<file path="src/rtl/draw_brick_rect_gen_pkg.sv">
// Shared brick-field geometry and types, used by both the field draw path and
// the single-brick rectangle generator.
package draw_field_pkg;

  localparam int DEF_PIX_WIDTH   = 12;
  localparam int DEF_BRICK_X     = 20;
  localparam int DEF_BRICK_Y     = 25;
  localparam int DEF_BRICK_X_CNT = 10;
  localparam int DEF_BRICK_Y_CNT = 20;
  localparam int DEF_BORDER_X    = 2;
  localparam int DEF_BORDER_Y    = 2;
  localparam int DEF_COLOR_W     = 4;

  localparam int BRICK_PITCH_X = DEF_BRICK_X + DEF_BORDER_X;
  localparam int BRICK_PITCH_Y = DEF_BRICK_Y + DEF_BORDER_Y;

  // Offset of the first pixel past the trailing border, relative to the field origin
  localparam int FIELD_END_X = DEF_BRICK_X_CNT * BRICK_PITCH_X + DEF_BORDER_X;
  localparam int FIELD_END_Y = DEF_BRICK_Y_CNT * BRICK_PITCH_Y + DEF_BORDER_Y;

  localparam int BRICK_COL_W = $clog2(DEF_BRICK_X_CNT);
  localparam int BRICK_ROW_W = $clog2(DEF_BRICK_Y_CNT);

  typedef logic [BRICK_COL_W-1:0] brick_col_t;
  typedef logic [BRICK_ROW_W-1:0] brick_row_t;

  typedef enum logic [1:0] {
    IDLE,
    CALC,
    RUN
  } draw_brick_state_t;

endpackage

</file>
<file path="src/rtl/draw_brick_rect_gen_origin_calc.sv">
// Combinational brick (col,row) -> pixel offset from the field origin.
// Out-of-range coordinates still produce an offset; in_range qualifies it.
module brick_origin_calc #(
  parameter int PIX_WIDTH   = draw_field_pkg::DEF_PIX_WIDTH,
  parameter int BRICK_X     = draw_field_pkg::DEF_BRICK_X,
  parameter int BRICK_Y     = draw_field_pkg::DEF_BRICK_Y,
  parameter int BRICK_X_CNT = draw_field_pkg::DEF_BRICK_X_CNT,
  parameter int BRICK_Y_CNT = draw_field_pkg::DEF_BRICK_Y_CNT,
  parameter int BORDER_X    = draw_field_pkg::DEF_BORDER_X,
  parameter int BORDER_Y    = draw_field_pkg::DEF_BORDER_Y
) (
  input  logic [$clog2(BRICK_X_CNT)-1:0] col,
  input  logic [$clog2(BRICK_Y_CNT)-1:0] row,
  output logic [PIX_WIDTH-1:0]           off_x,
  output logic [PIX_WIDTH-1:0]           off_y,
  output logic                           in_range
);

  // (col+1)*border + col*brick folded into border + col*pitch
  assign off_x = PIX_WIDTH'(BORDER_X) + PIX_WIDTH'(col) * PIX_WIDTH'(BRICK_X + BORDER_X);
  assign off_y = PIX_WIDTH'(BORDER_Y) + PIX_WIDTH'(row) * PIX_WIDTH'(BRICK_Y + BORDER_Y);

  assign in_range = (int'(col) < BRICK_X_CNT) && (int'(row) < BRICK_Y_CNT);

endmodule

</file>
<file path="src/rtl/draw_brick_rect_gen.sv">
// Expands one brick request into a raster-ordered valid/ready stream of the
// screen pixels it covers, so single bricks can be repainted without a full redraw.
module draw_brick_rect_gen
  import draw_field_pkg::*;
#(
  parameter int PIX_WIDTH   = DEF_PIX_WIDTH,
  parameter int BRICK_X     = DEF_BRICK_X,
  parameter int BRICK_Y     = DEF_BRICK_Y,
  parameter int BRICK_X_CNT = DEF_BRICK_X_CNT,
  parameter int BRICK_Y_CNT = DEF_BRICK_Y_CNT,
  parameter int BORDER_X    = DEF_BORDER_X,
  parameter int BORDER_Y    = DEF_BORDER_Y,
  parameter int COLOR_W     = DEF_COLOR_W
) (
  input  logic                           clk,
  input  logic                           rst_n_i,
  input  logic [PIX_WIDTH-1:0]           start_x_i,
  input  logic [PIX_WIDTH-1:0]           start_y_i,
  input  logic                           req_valid_i,
  output logic                           req_ready_o,
  input  logic [$clog2(BRICK_X_CNT)-1:0] brick_col_i,
  input  logic [$clog2(BRICK_Y_CNT)-1:0] brick_row_i,
  input  logic [COLOR_W-1:0]             brick_color_i,
  output logic                           pix_valid_o,
  input  logic                           pix_ready_i,
  output logic [PIX_WIDTH-1:0]           pix_x_o,
  output logic [PIX_WIDTH-1:0]           pix_y_o,
  output logic [COLOR_W-1:0]             pix_color_o,
  output logic                           pix_last_o,
  output logic                           busy_o,
  output logic                           err_o
);

  localparam int COL_W = $clog2(BRICK_X_CNT);
  localparam int ROW_W = $clog2(BRICK_Y_CNT);
  localparam int XW    = $clog2(BRICK_X);
  localparam int YW    = $clog2(BRICK_Y);

  draw_brick_state_t state, next_state;

  logic [COL_W-1:0]     col_q;
  logic [ROW_W-1:0]     row_q;
  logic [COLOR_W-1:0]   color_q;
  logic [PIX_WIDTH-1:0] org_x_q, org_y_q;
  logic [PIX_WIDTH-1:0] off_x, off_y;
  logic                 in_range;
  logic [XW-1:0]        x_cnt, x_nxt;
  logic [YW-1:0]        y_cnt, y_nxt;
  logic                 x_wrap, last_nxt, beat_take;

  brick_origin_calc #(
    .PIX_WIDTH  (PIX_WIDTH),
    .BRICK_X    (BRICK_X),
    .BRICK_Y    (BRICK_Y),
    .BRICK_X_CNT(BRICK_X_CNT),
    .BRICK_Y_CNT(BRICK_Y_CNT),
    .BORDER_X   (BORDER_X),
    .BORDER_Y   (BORDER_Y)
  ) u_origin (
    .col     (col_q),
    .row     (row_q),
    .off_x   (off_x),
    .off_y   (off_y),
    .in_range(in_range)
  );

  always_ff @(posedge clk or negedge rst_n_i) begin
    if (!rst_n_i) state <= IDLE;
    else          state <= next_state;
  end

  always_comb begin
    next_state  = state;
    req_ready_o = 1'b0;
    err_o       = 1'b0;
    busy_o      = (state != IDLE);
    case (state)
      IDLE: begin
        req_ready_o = 1'b1;
        if (req_valid_i) next_state = CALC;
      end
      CALC: begin
        if (!in_range) begin
          err_o      = 1'b1;
          next_state = IDLE;
        end else begin
          next_state = RUN;
        end
      end
      RUN: begin
        if (beat_take && pix_last_o) next_state = IDLE;
      end
      default: next_state = IDLE;
    endcase
  end

  // Raster walk: x fastest, wrapping into the next row at the brick's right edge
  always_comb begin
    beat_take = pix_valid_o && pix_ready_i;
    x_wrap    = (x_cnt == XW'(BRICK_X - 1));
    x_nxt     = x_wrap ? '0 : x_cnt + 1'b1;
    y_nxt     = x_wrap ? y_cnt + 1'b1 : y_cnt;
    last_nxt  = (x_nxt == XW'(BRICK_X - 1)) && (y_nxt == YW'(BRICK_Y - 1));
  end

  always_ff @(posedge clk or negedge rst_n_i) begin
    if (!rst_n_i) begin
      col_q       <= '0;
      row_q       <= '0;
      color_q     <= '0;
      org_x_q     <= '0;
      org_y_q     <= '0;
      x_cnt       <= '0;
      y_cnt       <= '0;
      pix_valid_o <= 1'b0;
      pix_last_o  <= 1'b0;
      pix_x_o     <= '0;
      pix_y_o     <= '0;
      pix_color_o <= '0;
    end else begin
      if (req_valid_i && req_ready_o) begin
        col_q   <= brick_col_i;
        row_q   <= brick_row_i;
        color_q <= brick_color_i;
      end
      // Field origin is sampled here only, so it may move while a brick is streaming
      if (state == CALC && in_range) begin
        org_x_q     <= start_x_i + off_x;
        org_y_q     <= start_y_i + off_y;
        pix_x_o     <= start_x_i + off_x;
        pix_y_o     <= start_y_i + off_y;
        pix_color_o <= color_q;
        pix_valid_o <= 1'b1;
        pix_last_o  <= (BRICK_X == 1) && (BRICK_Y == 1);
        x_cnt       <= '0;
        y_cnt       <= '0;
      end else if (state == RUN && beat_take) begin
        if (pix_last_o) begin
          pix_valid_o <= 1'b0;
          pix_last_o  <= 1'b0;
        end else begin
          x_cnt      <= x_nxt;
          y_cnt      <= y_nxt;
          pix_x_o    <= org_x_q + PIX_WIDTH'(x_nxt);
          pix_y_o    <= org_y_q + PIX_WIDTH'(y_nxt);
          pix_last_o <= last_nxt;
        end
      end
    end
  end

endmodule
</file>
<file path="config.mk">
export PLATFORM = sky130hd
export DESIGN_NAME = draw_brick_rect_gen
export DESIGN_NICKNAME = d
export VERILOG_FILES = /design/src/rtl/draw_brick_rect_gen_pkg.sv /design/src/rtl/draw_brick_rect_gen_origin_calc.sv /design/src/rtl/draw_brick_rect_gen.sv
export SDC_FILE = /design/constraint.sdc
export NUM_CORES = 1
export LEC_CHECK = 0
export ABC_AREA = 1
export CORE_UTILIZATION = 50
export CTS_CLUSTER_DIAMETER = 150
export CTS_CLUSTER_SIZE = 10
export DETAILED_ROUTE_END_ITERATION = 7
export GPL_TIMING_DRIVEN = 0
export HOLD_SLACK_MARGIN = 0.06
export MAX_ROUTING_LAYER = met4
export PLACE_DENSITY = 0.81
export SLEW_MARGIN = 20
export SYNTH_ARGS = -nofsm -noshare
export SYNTH_HDL_FRONTEND = slang
export SYNTH_SLANG_ARGS = --single-unit
export TNS_END_PERCENT = 20
</file>
<file path="constraint.sdc">
create_clock -name clk -period 3.7 [get_ports clk]
set_input_delay 0.74 -clock clk [delete_from_list [all_inputs] [get_ports clk]]
set_output_delay 0.74 -clock clk [all_outputs]
set_load 0.02 [all_outputs]
</file>
==> results.sh, run 1 <==
export IMPL_ys_seq_area_share_pct=31.02
export IMPL_worst_skew_ps=11.75
export IMPL_clock_buffers_created_by_tritoncts=9
export IMPL_synth_seq_cells=79
export IMPL_synth_async_reset_ratio_pct=100.0
export IMPL_syn_area_sq_mm=0.006374
export IMPL_synth_top_cells_by_count="294 x nand2_1, 107 x inv_1, 96 x nand3_1"
export IMPL_synth_top_cell_area_share_pct=31.02
export IMPL_synthesis_instances=893
export IMPL_routed_via_count=6205
export IMPL_number_of_antenna_violations_at_the_first_check_in_global_routing=0
export IMPL_crit_cells=22
export IMPL_r2r_worst_path_cells=22
export IMPL_placement_io_buffers=73
export IMPL_cts_sinks=79
export IMPL_tightest_slew_ps=469.6
export IMPL_htreeDepth=3
export IMPL_synth_top_area_cell="dfrtp_1"
export IMPL_detail_route_wirelength_mm=16.58
export IMPL_worst_ep_required_time_ps=3940
export IMPL_timing_critical_path_cells="ha_4, inv_2, fa_1, inv_2, ha_4, ha_4, a21oi_2, nand2_2, a21oi_2, nor2_1, nor2_1, xor2_1, inv_1, ha_1, nand2_1, nand2_2, a21oi_2, nand4_1, nand3_2, nand2_2, nand2_2, nand2_1"
export IMPL_run_status="finished, violations left"
export IMPL_place_congestion=0.9722
export IMPL_report_final_hold_viol_count=0
export IMPL_yosys_cell_count_top_type="nand2_1"
export IMPL_critical_path_n_buffers_inverters=3
export IMPL_die_width_um=114.9
export IMPL_grt_pass1_wl_mm=26.94
export IMPL_crit_path_leading_delay_family="adder cells"
export IMPL_multi_input_comb_area_sq_mm=0.004207
export IMPL_setup_viol=4
export IMPL_critical_path_slowest_cell="fa_1"
export IMPL_critical_path_endpoint_type="flip-flop"
export IMPL_post_cts_hold_buffer_count=0
export IMPL_ff_latch_area_sq_mm=0.001983
export IMPL_critical_path_most_common_cell="nand2_2"
export IMPL_number_of_enable_flip_flop_cells_after_synthesis=0
export IMPL_root_buffer="clkbuf_16"
export IMPL_worst_setup_path_start_kind="flip-flop"
export IMPL_crit_type="flip-flop to flip-flop"
export IMPL_rrSetupSlack_ps=-80
export IMPL_die_y_um=114.9
export IMPL_yosysUniqueCellTypes=38
export IMPL_top_reg_cell_synth="dfrtp_1"
export IMPL_drive_above_1_share_pct=13.41
export IMPL_syn_mean_instance_area_sq_um=7.137
export IMPL_fmaxAchievable_mhz=264.2
export IMPL_layout_worst_path_cycle_share_pct=102.3
export IMPL_rr_endpoint="pix_y_o[11]$_DFFE_PN0P_"
export IMPL_die_area_sq_mm=0.01320
export IMPL_cts_max_path_buffers=2
export IMPL_cp_arrival_ps=4020
export IMPL_worst_path_max_fanout=5
export IMPL_number_of_iterations_in_the_first_detailed_routing_pass=5
export IMPL_initial_core_util_pct=52.19
export IMPL_setup_slack_ps=-84.77
export IMPL_n_fill_cell=1067
export IMPL_placeable_area_sq_mm=0.01221
export IMPL_cp_slowest_stage_delay_ps=490
export IMPL_tritoncts_clock_tree="built"
export IMPL_clock_latency_ps=350
export IMPL_failed_checks="negative setup slack"
export IMPL_postSynthNetCount=1014
export IMPL_diodes=0
export IMPL_routed_via_density=5.349
export IMPL_drt_wirelength_per_cell_um=14.29
export IMPL_row_count=40
export IMPL_antenna_violating_nets_post_route=0
export IMPL_rsz0062_at_grt="yes"
export IMPL_place_ws_ps=-409.5
export IMPL_rr_startpoint="row_q[1]$_DFFE_PN0P_"
export IMPL_globalRoute_totalOverflow=0
export IMPL_finalNetCount=1108
export IMPL_finalCriticalPeriod_ps=3785
export IMPL_post_synthesis_to_final_layout_area_growth_pct=26.36
export IMPL_hold_path_class="primary input to async pin"
export IMPL_synth_top_cells_by_area="dfrtp_1 31%, nand2_1 17%, ha_1 14%, nand3_1 7.5%, inv_1 6.3%"
export IMPL_number_of_global_route_vias_before_repair=5781
export IMPL_first_iter_violations=388
export IMPL_max_cap_viol_count=0
export IMPL_ios=74
export IMPL_maxSlewViolCount=0
export IMPL_gr_usage_all_layers_pct=26.99
export IMPL_residual_drc_count=0
export IMPL_clkSlewWorstSetupHoldPaths_ps=70
export IMPL_slew_limit_headroom_pct=68.69
export IMPL_grt_max_degree=48
export IMPL_synth_warnings=0
export IMPL_place_detailed_hpwl_mm=12.20
-- final cells by class --
cell class / instances / area share, %
multi-input combinational: 684 / 52.23
sequential: 79 / 24.62
timing repair buffer: 83 / 10.22
inverter: 116 / 5.437
clock buffer: 10 / 2.967
tap: 168 / 2.610
buffer: 14 / 1.072
clock inverter: 6 / 0.8389
-- what timing repair did --
item,in CTS,in global routing
resized for setup,26,47
buffers inserted,7,2
gates cloned,0,0
pin swaps,16,33
endpoints found under the setup margin,10,22
-- logic make-up (layout without fill, tap and decap cells) --
family / count (synthesis) / after routing / synth area share (%)
and+or+nand+nor: 491 / 491 / 33.10
buffers and inverters: 130 / 229 / 8.225
AOI/OAI and AO/OA: 94 / 94 / 8.284
adders and majority gates: 80 / 80 / 16.76
DFF: 79 / 79 / 31.02
xor gates and xnor gates: 19 / 19 / 2.611
-- worst register-to-register path: stages, from the launching register on --
cell and delay [ps]:
dfrtp_2 480, ha_4 290, inv_2 30, fa_1 490
inv_2 50, ha_4 240, ha_4 230, a21oi_2 140
nand2_2 80, a21oi_2 140, nor2_1 60, nor2_1 120
xor2_1 190, inv_1 110, ha_1 270, nand2_1 80
nand2_2 70, a21oi_2 200, nand4_1 130, nand3_2 110
nand2_2 70, nand2_2 50, nand2_1 40
-- how the worst max path moves through the flow --
stage	to	from	slack (ps)
final	pix_y_o[11]$_DFFE_PN0P_	row_q[1]$_DFFE_PN0P_	-80
after global routing	pix_y_o[11]$_DFFE_PN0P_	row_q[1]$_DFFE_PN0P_	-290
after detailed placement	pix_y_o[9]$_DFFE_PN0P_	row_q[0]$_DFFE_PN0P_	-410
after global placement	org_y_q[9]$_DFFE_PN0P_	rst_n_i	-960
after floorplan	pix_y_o[10]$_DFFE_PN0P_	row_q[0]$_DFFE_PN0P_	20
after CTS	pix_y_o[11]$_DFFE_PN0P_	row_q[1]$_DFFE_PN0P_	-3
-- cell usage in the layout, fill, tap and decap left out, types with 6 or more instances in the layout --
| cell type | instances |
|---|---|
| nor2_4 | 6 |
| o21ai_1 | 19 |
| nand3_2 | 8 |
| inv_2 | 11 |
| nand2_1 | 282 |
| clkdlybuf4s50_1 | 72 |
| clkbuf_16 | 9 |
| nand3_1 | 88 |
| nand4_1 | 11 |
| a21oi_2 | 14 |
| nand3b_1 | 6 |
| ha_1 | 56 |
| buf_2 | 9 |
| fa_1 | 9 |
| a31oi_1 | 6 |
| or2_2 | 6 |
| o211ai_1 | 6 |
| a21oi_1 | 21 |
| o21ai_0 | 19 |
| nor2_1 | 53 |
| xor2_1 | 12 |
| dfrtp_1 | 74 |
| inv_1 | 104 |
| nand2_2 | 11 |
| xnor2_1 | 6 |
| ha_4 | 12 |
| buf_4 | 14 |
-- registers in the layout, indices dropped and copies added, names as in the netlist, 5 cells and up --
register	flops
org_x_q	12
org_y_q	12
pix_x_o	12
pix_y_o	12
row_q	5
x_cnt	5
y_cnt	5
-- per-layer routing --
layer | vias up | share of wire (%) | GRT usage (%)
met3 | 36 | 5.5 | 4.902
li1 | 3088 | - | -
met4 | 0 | 2.6 | 8.745
met2 | 193 | 47 | 43.86
met5 | - | 0 | -
met1 | 2888 | 45 | 34.04
-- through the flow --
stage          setup TNS, ps  hold slack (ps)  instance area [sq um]  cells  utilization (%)
2_1_floorplan              0            442.2                   6374    893                -
3_3_place_gp          -77590            454.0                   7315   1134            59.90
3_5_place_dp           -2593            460.6                   7340   1135            60.10
4_1_cts               -3.046            354.9                   7841   1158            64.21
5_1_grt                -2183            371.0                   8054   1160            65.95
6_report              -161.0            345.3                   8054   1160            65.95
Power of run 1 is left out: the tool's default activity adds up to more than one toggle a clock period on the data nets, which glitch-free logic cannot reach.
==> run 2: changes to the inputs <==
--- a/config.mk
+++ b/config.mk
@@ -8,7 +8,7 @@
 export ABC_AREA = 1
 export CORE_UTILIZATION = 50
 export CTS_CLUSTER_DIAMETER = 150
-export CTS_CLUSTER_SIZE = 10
+export CTS_CLUSTER_SIZE = 28
 export DETAILED_ROUTE_END_ITERATION = 7
 export GPL_TIMING_DRIVEN = 0
 export HOLD_SLACK_MARGIN = 0.06
==> results of run 2 <==
Same layout as run 1: the final DEF is identical, and so are final timing and power.
Power of run 2 is left out for the same reason.
